===== config.mk =====
export PLATFORM = sky130hd
export DESIGN_NAME = fp16_reduce_ctrl_flat
export DESIGN_NICKNAME = d
export VERILOG_FILES = /design/src/rtl/fp16_pkg.sv /design/src/rtl/fp16_reduce_ctrl_if.sv /design/src/rtl/fp16_reduce_wdog.sv /design/src/rtl/fp16_reduce_ctrl.sv /design/src/flat_wrapper.sv
export SDC_FILE = /design/constraint.sdc
export NUM_CORES = 1
export LEC_CHECK = 0
export BUFFER_PORTS_ARGS = -buffer_cell sky130_fd_sc_hd__buf_2
export CAP_MARGIN = 30
export CORE_ASPECT_RATIO = 1.2
export CORE_MARGIN = 10
export CORE_UTILIZATION = 39
export DETAILED_ROUTE_END_ITERATION = 7
export GPL_TIMING_DRIVEN = 0
export PLACE_DENSITY = 0.65
export SLEW_MARGIN = 20
export SYNTH_ARGS = -nofsm -noshare
export SYNTH_HDL_FRONTEND = slang
export SYNTH_SLANG_ARGS = --single-unit

===== constraint.sdc =====
create_clock -name clk -period 2.8 [get_ports clk]
set_clock_uncertainty 0.2 [all_clocks]
set_input_delay 0.28 -clock clk [delete_from_list [all_inputs] [get_ports clk]]
set_output_delay 0.28 -clock clk [all_outputs]
set_load 0.01 [all_outputs]

===== src/rtl/fp16_pkg.sv =====
// Shared FP16 definitions: field widths, the canonical +0 encoding and the
// reduction controller state type.
package fp16_pkg;

  localparam int FP16_W     = 16;
  localparam int FP16_EXP_W = 5;
  localparam int FP16_MAN_W = 10;

  localparam logic [FP16_W-1:0] FP16_POS_ZERO = 16'h0000;

  typedef enum logic [2:0] {
    ST_IDLE,
    ST_LOAD,
    ST_ISSUE,
    ST_WAIT,
    ST_DONE
  } red_state_e;

endpackage


===== src/rtl/fp16_reduce_ctrl_if.sv =====
// Element stream, adder request/response and result signals of the reduction
// controller; master is the controller side, slave the surrounding system.
interface fp16_reduce_ctrl_if #(
  parameter int LEN_W = 7
);
  import fp16_pkg::*;

  logic                start;
  logic [LEN_W-1:0]    len;
  logic [FP16_W-1:0]   in_data;
  logic                in_valid;
  logic                in_ready;
  logic [FP16_W-1:0]   add_a;
  logic [FP16_W-1:0]   add_b;
  logic                add_valid;
  logic [FP16_W-1:0]   add_result;
  logic                add_complete;
  logic [FP16_W-1:0]   sum;
  logic                sum_valid;
  logic                busy;
  logic                err;

  modport master (
    input  start, len, in_data, in_valid, add_result, add_complete,
    output in_ready, add_a, add_b, add_valid, sum, sum_valid, busy, err
  );

  modport slave (
    output start, len, in_data, in_valid, add_result, add_complete,
    input  in_ready, add_a, add_b, add_valid, sum, sum_valid, busy, err
  );

endinterface


===== src/rtl/fp16_reduce_wdog.sv =====
// Adder-response watchdog: counts WAIT cycles and flags the TIMEOUT-th one.
module fp16_reduce_wdog #(
  parameter int TIMEOUT = 15
) (
  input  logic clk,
  input  logic rst,
  input  logic clear,
  input  logic run,
  output logic expired
);

  localparam int CNT_W = $clog2(TIMEOUT + 1);

  logic [CNT_W-1:0] cnt_q, cnt_d;

  assign expired = run && (cnt_q == CNT_W'(TIMEOUT - 1));

  always_comb begin
    cnt_d = cnt_q;
    if (clear) begin
      cnt_d = '0;
    end else if (run && !expired) begin
      cnt_d = cnt_q + 1'b1;
    end
  end

  always_ff @(posedge clk) begin
    if (rst) begin
      cnt_q <= '0;
    end else begin
      cnt_q <= cnt_d;
    end
  end

endmodule


===== src/rtl/fp16_reduce_ctrl.sv =====
// Sequences a length-prefixed FP16 stream through an external single-cycle adder.
// Define FP16_REDUCE_TIMEOUT_EN to abort a stalled adder wait and flag err.
module fp16_reduce_ctrl
  import fp16_pkg::*;
#(
  parameter int MAX_LEN = 64,
  parameter int LEN_W   = 7,
  parameter int TIMEOUT = 15
) (
  input logic                 clk,
  input logic                 rst,
  fp16_reduce_ctrl_if.master  bus
);

  if (((2 ** LEN_W) <= MAX_LEN) || (TIMEOUT < 1)) begin : g_param_err
    $error("fp16_reduce_ctrl: LEN_W too narrow for MAX_LEN or TIMEOUT < 1");
  end

  localparam logic [LEN_W-1:0] MAX_LEN_L = LEN_W'(MAX_LEN);

  red_state_e        state_q, state_d;
  logic [LEN_W-1:0]  len_q, len_d;
  logic [LEN_W-1:0]  count_q, count_d;
  logic [FP16_W-1:0] acc_q, acc_d;
  logic [FP16_W-1:0] b_q, b_d;
  logic [FP16_W-1:0] sum_q, sum_d;
  logic [LEN_W-1:0]  len_in;
  logic [LEN_W-1:0]  len_clamped;
  logic [LEN_W-1:0]  count_inc;
  logic              timeout;

  assign len_in      = bus.len;
  assign len_clamped = (len_in > MAX_LEN_L) ? MAX_LEN_L : len_in;
  assign count_inc   = count_q + 1'b1;

`ifdef FP16_REDUCE_TIMEOUT_EN
  logic err_q, err_d;

  fp16_reduce_wdog #(.TIMEOUT(TIMEOUT)) u_wdog (
    .clk     (clk),
    .rst     (rst),
    .clear   (state_q == ST_ISSUE),
    .run     (state_q == ST_WAIT),
    .expired (timeout)
  );

  always_comb begin
    err_d = err_q;
    if (state_q == ST_IDLE && bus.start) begin
      err_d = 1'b0;
    end else if (state_q == ST_WAIT && !bus.add_complete && timeout) begin
      err_d = 1'b1;
    end
  end

  always_ff @(posedge clk) begin
    if (rst) begin
      err_q <= 1'b0;
    end else begin
      err_q <= err_d;
    end
  end
`else
  assign timeout = 1'b0;
`endif

  always_ff @(posedge clk) begin
    if (rst) begin
      state_q <= ST_IDLE;
    end else begin
      state_q <= state_d;
    end
  end

  // A completion always wins over a same-cycle watchdog expiry.
  always_comb begin
    state_d = state_q;
    case (state_q)
      ST_IDLE:  if (bus.start) state_d = (len_clamped == '0) ? ST_DONE : ST_LOAD;
      ST_LOAD:  if (bus.in_valid) state_d = ST_ISSUE;
      ST_ISSUE: state_d = ST_WAIT;
      ST_WAIT: begin
        if (bus.add_complete) begin
          state_d = (count_inc == len_q) ? ST_DONE : ST_LOAD;
        end else if (timeout) begin
          state_d = ST_DONE;
        end
      end
      ST_DONE:  state_d = ST_IDLE;
      default:  state_d = ST_IDLE;
    endcase
  end

  always_comb begin
    bus.in_ready  = (state_q == ST_LOAD);
    bus.add_valid = (state_q == ST_ISSUE);
    bus.sum_valid = (state_q == ST_DONE);
    bus.busy      = (state_q != ST_IDLE);
    bus.add_a     = acc_q;
    bus.add_b     = b_q;
    bus.sum       = sum_q;
`ifdef FP16_REDUCE_TIMEOUT_EN
    bus.err       = err_q;
`else
    bus.err       = 1'b0;
`endif
  end

  // sum captures the accumulator value being committed on the edge into DONE.
  always_comb begin
    len_d   = len_q;
    count_d = count_q;
    acc_d   = acc_q;
    b_d     = b_q;
    sum_d   = sum_q;
    case (state_q)
      ST_IDLE: begin
        if (bus.start) begin
          len_d   = len_clamped;
          count_d = '0;
          acc_d   = FP16_POS_ZERO;
        end
      end
      ST_LOAD: begin
        if (bus.in_valid) b_d = bus.in_data;
      end
      ST_WAIT: begin
        if (bus.add_complete) begin
          acc_d   = bus.add_result;
          count_d = count_inc;
        end
      end
      default: ;
    endcase
    if (state_d == ST_DONE && state_q != ST_DONE) begin
      sum_d = acc_d;
    end
  end

  always_ff @(posedge clk) begin
    if (rst) begin
      len_q   <= '0;
      count_q <= '0;
      acc_q   <= FP16_POS_ZERO;
      b_q     <= '0;
      sum_q   <= '0;
    end else begin
      len_q   <= len_d;
      count_q <= count_d;
      acc_q   <= acc_d;
      b_q     <= b_d;
      sum_q   <= sum_d;
    end
  end

endmodule


===== src/flat_wrapper.sv =====
// flat-port wrapper written by rule: the top's interface ports become plain ports
module fp16_reduce_ctrl_flat import fp16_pkg::*;
#(
  parameter int MAX_LEN = 64,
  parameter int LEN_W   = 7,
  parameter int TIMEOUT = 15
)
  (clk, rst, bus_start, bus_len, bus_in_data, bus_in_valid, bus_add_result, bus_add_complete, bus_in_ready, bus_add_a, bus_add_b, bus_add_valid, bus_sum, bus_sum_valid, bus_busy, bus_err);
  fp16_reduce_ctrl_if #(.LEN_W(LEN_W)) bus_i ();
  input logic clk;
  input logic rst;
  input wire logic [$bits(bus_i.start)-1:0] bus_start;
  input wire logic [$bits(bus_i.len)-1:0] bus_len;
  input wire logic [$bits(bus_i.in_data)-1:0] bus_in_data;
  input wire logic [$bits(bus_i.in_valid)-1:0] bus_in_valid;
  input wire logic [$bits(bus_i.add_result)-1:0] bus_add_result;
  input wire logic [$bits(bus_i.add_complete)-1:0] bus_add_complete;
  output wire logic [$bits(bus_i.in_ready)-1:0] bus_in_ready;
  output wire logic [$bits(bus_i.add_a)-1:0] bus_add_a;
  output wire logic [$bits(bus_i.add_b)-1:0] bus_add_b;
  output wire logic [$bits(bus_i.add_valid)-1:0] bus_add_valid;
  output wire logic [$bits(bus_i.sum)-1:0] bus_sum;
  output wire logic [$bits(bus_i.sum_valid)-1:0] bus_sum_valid;
  output wire logic [$bits(bus_i.busy)-1:0] bus_busy;
  output wire logic [$bits(bus_i.err)-1:0] bus_err;
  assign bus_i.start = bus_start;
  assign bus_i.len = bus_len;
  assign bus_i.in_data = bus_in_data;
  assign bus_i.in_valid = bus_in_valid;
  assign bus_i.add_result = bus_add_result;
  assign bus_i.add_complete = bus_add_complete;
  assign bus_in_ready = bus_i.in_ready;
  assign bus_add_a = bus_i.add_a;
  assign bus_add_b = bus_i.add_b;
  assign bus_add_valid = bus_i.add_valid;
  assign bus_sum = bus_i.sum;
  assign bus_sum_valid = bus_i.sum_valid;
  assign bus_busy = bus_i.busy;
  assign bus_err = bus_i.err;
  fp16_reduce_ctrl #(.MAX_LEN(MAX_LEN), .LEN_W(LEN_W), .TIMEOUT(TIMEOUT)) u_core (.clk(clk), .rst(rst), .bus(bus_i));
endmodule

==> impl_metrics.csv <==
group,metric,value,unit
floorplan,chipWidth,96.1,um
placed_design,dp_hpwl,5750,um
global_routing,grt_usage,0.154,
route,route.vias.total,2631,
logic_synthesis,synth_top_family_by_area,"compound AO/OA/AOI/OAI gates",
clock_tree,cts_hold_buf,32,
final_layout,fin_area,3780,um2
setup_path,crit_type,"reg2reg",
floorplan,fp.coreArea,6810,um2
min_path,min_from,"bus_len[0]",
timing,final_max_slew_viol_count,0,
setup_path,cpMostUsedCell,"buf_6",
clock_tree,clk_pin_slew,0.07,ns
logic_synthesis,synthesis.nets,338,
logic_synthesis,synthDistinctLibCells,44,
timing,hold_viol_final,0,
timing,finalSetupTns,0,ns
timing,max_slew_margin,0.653,
setup_path,critPathLaunchType,"register",
floorplan,initial_core_util,0.397,
logic_synthesis,ys.flop_type,"dfxtp_1",
timing,setup_violations,0,
setup_path,reg2reg_to,"u_core.bus.sum[7]",
min_path,min_path_cells,3,
final_layout,fin_cells,523,
clock_tree,clk_latency,0.33,ns
clock_tree,ctsHtreeMaxLevel,3,
logic_synthesis,synth.most_common_cell,"dfxtp_1",
power,cellPowerDensity,498,nW/um2
setup_path,r2r_cells,9,
global_routing,grt_pass1_vias,2708,
setup_path,slowest_delay,0.52,ns
setup_path,path_delay_family,"compound AO/OA/AOI/OAI gates",
job,drv_cap,0,
logic_synthesis,synthesis.area,2710,um2
global_routing,grt_max_degree,12,
timing,rsz0062_at_grt,"false",
logic_synthesis,yosysSeqAreaShare,0.481,
setup_path,rrSetupSlack,0.21,ns
clock_tree,cts-root-buf,"clkbuf_8",
logic_synthesis,synth_compound_area_frac,0.232,
floorplan,rows,33,
route,drt-wirelength-per-cell,15.3,um
floorplan,die_area,10700,um2
power,vdd_drop_max,0.000290,V
timing,period_minus_slack,2.59,ns
final_layout,final_util,0.555,
logic_synthesis,synthCells,293,
logic_synthesis,ys_ff_latch,65,
timing,tightest_slew,0.521,ns
logic_synthesis,synth-simple-area-share,0.184,
logic_synthesis,synth_top_area_frac,0.481,
setup_path,path_cells,"ha_1, buf_6, and3_1, buf_6, mux2i_4, nor3_2, a311oi_4, buf_6, o2bb2ai_1",
logic_synthesis,synth-edff-count,0,
setup_path,end_kind,"register",
logic_synthesis,yosysWarnings,0,
route,drt_pre_antenna_iters,5,
logic_synthesis,syn_avg_cell_area,9.24,um2
logic_synthesis,synth_common_cells,"dfxtp_1, nand2_1, a21oi_1, inv_1, a32oi_1",
placed_design,dp_slack,0.222,ns
clock_tree,clock_sinks,65,
logic_synthesis,synth-xor-area-share,0.0226,
placed_design,numPortBuffers,94,
placed_design,place_area,3290,um2
logic_synthesis,synthArstFlopShare,0,
final_layout,nets,475,
clock_tree,cts_tree,"done",
floorplan,io_pins,97,
setup_path,r2r_start,"u_core.count_q[0]",
final_layout,areaGrowthSynthToFinish,39.7,%
setup_path,cp_num_buf_inv,3,
setup_path,cp_slowest_cell,"a311oi_4",
route,drtIter0Drc,115,
clock_tree,clockBufferDepth,2,
timing,max_freq,386,MHz
route,via_per_inst,5.03,
timing,period_share,0.924,
logic_synthesis,synthAdderAreaFrac,0.00462,
timing,worst_slack,0.212,ns
setup_path,critPathRequiredTime,2.85,ns
global_routing,antenna_found_initial,1,
clock_tree,postCtsSetupBuffers,0,
final_layout,drive_above_1_share,0.292,
setup_path,cp_num_cells,9,
logic_synthesis,synth_top_area_cell,"dfxtp_1",
route,ant_nets,0,
min_path,hp-class,"in2reg",
placed_design,gp_congestion,0.758,
min_path,min_to,"u_core.len_q[0]",
clock_tree,ctsResizeCount,0,
power,power_leakage,1.73,nW
route,post-route-drc-count,0,
placed_design,dp.cells,474,
floorplan,die_h,111,um
logic_synthesis,synthTopCellsByArea,"dfxtp_1, nand2_1, a21oi_1",
logic_synthesis,synthMuxAreaShare,0.00832,
global_routing,grt-ovfl-total,0,
run_status,outcome,"finished, final reports clean",
setup_path,arrival,2.64,ns
route,detail_route.wirelength,8030,um
global_routing,grt_pass1_wl,13200,um
setup_path,worstPathMaxFanout,10,
clock_tree,cts_made_buffers,9,
==> worst min-delay path: cells and delay by family <==
| kind | cells | cell delay [ns] |
|---|---|---|
| AO/OA/AOI/OAI | 1 | 0.06 |
| AND/OR/NAND/NOR | 1 | 0.07 |
| buffers and inverters | 1 | 0.11 |
==> sequential cells by signal, indices dropped and copies added, names as in the netlist <==
signal            cells
u_core.count_q        7
u_core.bus.add_b     16
u_core.len_q          7
u_core.bus.sum       16
u_core.bus.add_a     16
u_core.state_q        3
==> placed cells by master (no fill, tap or decap), types with 3 or more instances in the layout <==
cell            n
nor3_1          3
dlygate4sd3_1  32
clkinv_2        3
nor2_1         14
clkbuf_8       10
clkbuf_1       11
inv_1          20
xnor2_1         4
dfxtp_1        65
buf_2          97
nand2_1        50
nor3b_1         4
buf_6           4
a21oi_1        31
nand3b_1       10
o2bb2ai_1      14
and2_1          3
xor2_1          3
a32oi_1        16
o21ai_1         6
==> metal layers <==
metal | up-vias | GRT usage | share of wire
li1 | 1302 | - | -
met5 | - | 0 | 0
met1 | 1215 | 0.170 | 0.38
met2 | 96 | 0.250 | 0.51
met3 | 18 | 0.0637 | 0.080
met4 | 0 | 0.0611 | 0.029
==> cell families (layout without fill, tap and decap cells) <==
| kind of cell | count (synthesis) | count (layout) |
|---|---|---|
| AOI/OAI and AO/OA | 80 | 80 |
| other | 1 | 2 |
| buffers and inverters | 38 | 180 |
| DFF | 65 | 65 |
| muxes | 1 | 1 |
| adders and majority gates | 1 | 1 |
| and+or+nand+nor | 100 | 100 |
| xor gates and xnor gates | 7 | 7 |
==> metrics by stage <==
stage	total power, mW	hold slack (ns)
global placement	1.17	0.240
CTS	1.91	0.0232
detailed placement	1.18	0.243
global route	1.97	0.0318
floorplan	1.09	0.202
finish	1.88	0.0384
==> worst max-delay path by stage <==
stage                      startpoint                  to
finish              u_core.count_q[0]   u_core.bus.sum[7]
detailed placement  u_core.count_q[0]   u_core.bus.sum[7]
CTS                 u_core.count_q[0]   u_core.bus.sum[7]
floorplan           u_core.count_q[0]   u_core.bus.sum[6]
global placement    u_core.count_q[0]  u_core.bus.sum[13]
global route        u_core.count_q[0]  u_core.bus.sum[11]
==> power by group <==
group | internal (mW) | switching (mW)
clock | 0.342 | 0.350
combinational | 0.105 | 0.124
sequential | 0.946 | 0.0169
total | 1.39 | 0.491
==> layout make-up <==
| type | instances | area [um2] |
|---|---|---|
| repair buffers | 126 | 791 |
| multi-input cells | 190 | 1230 |
| well taps | 87 | 109 |
| inverters | 20 | 75.1 |
| fillers | 626 | 3030 |
| clock inverters | 5 | 31.3 |
| diodes | 1 | 2.50 |
| flip-flops and latches | 65 | 1300 |
| plain buffers | 18 | 105 |
| clock buffers | 11 | 141 |
(Power assumes the default switching activity.)
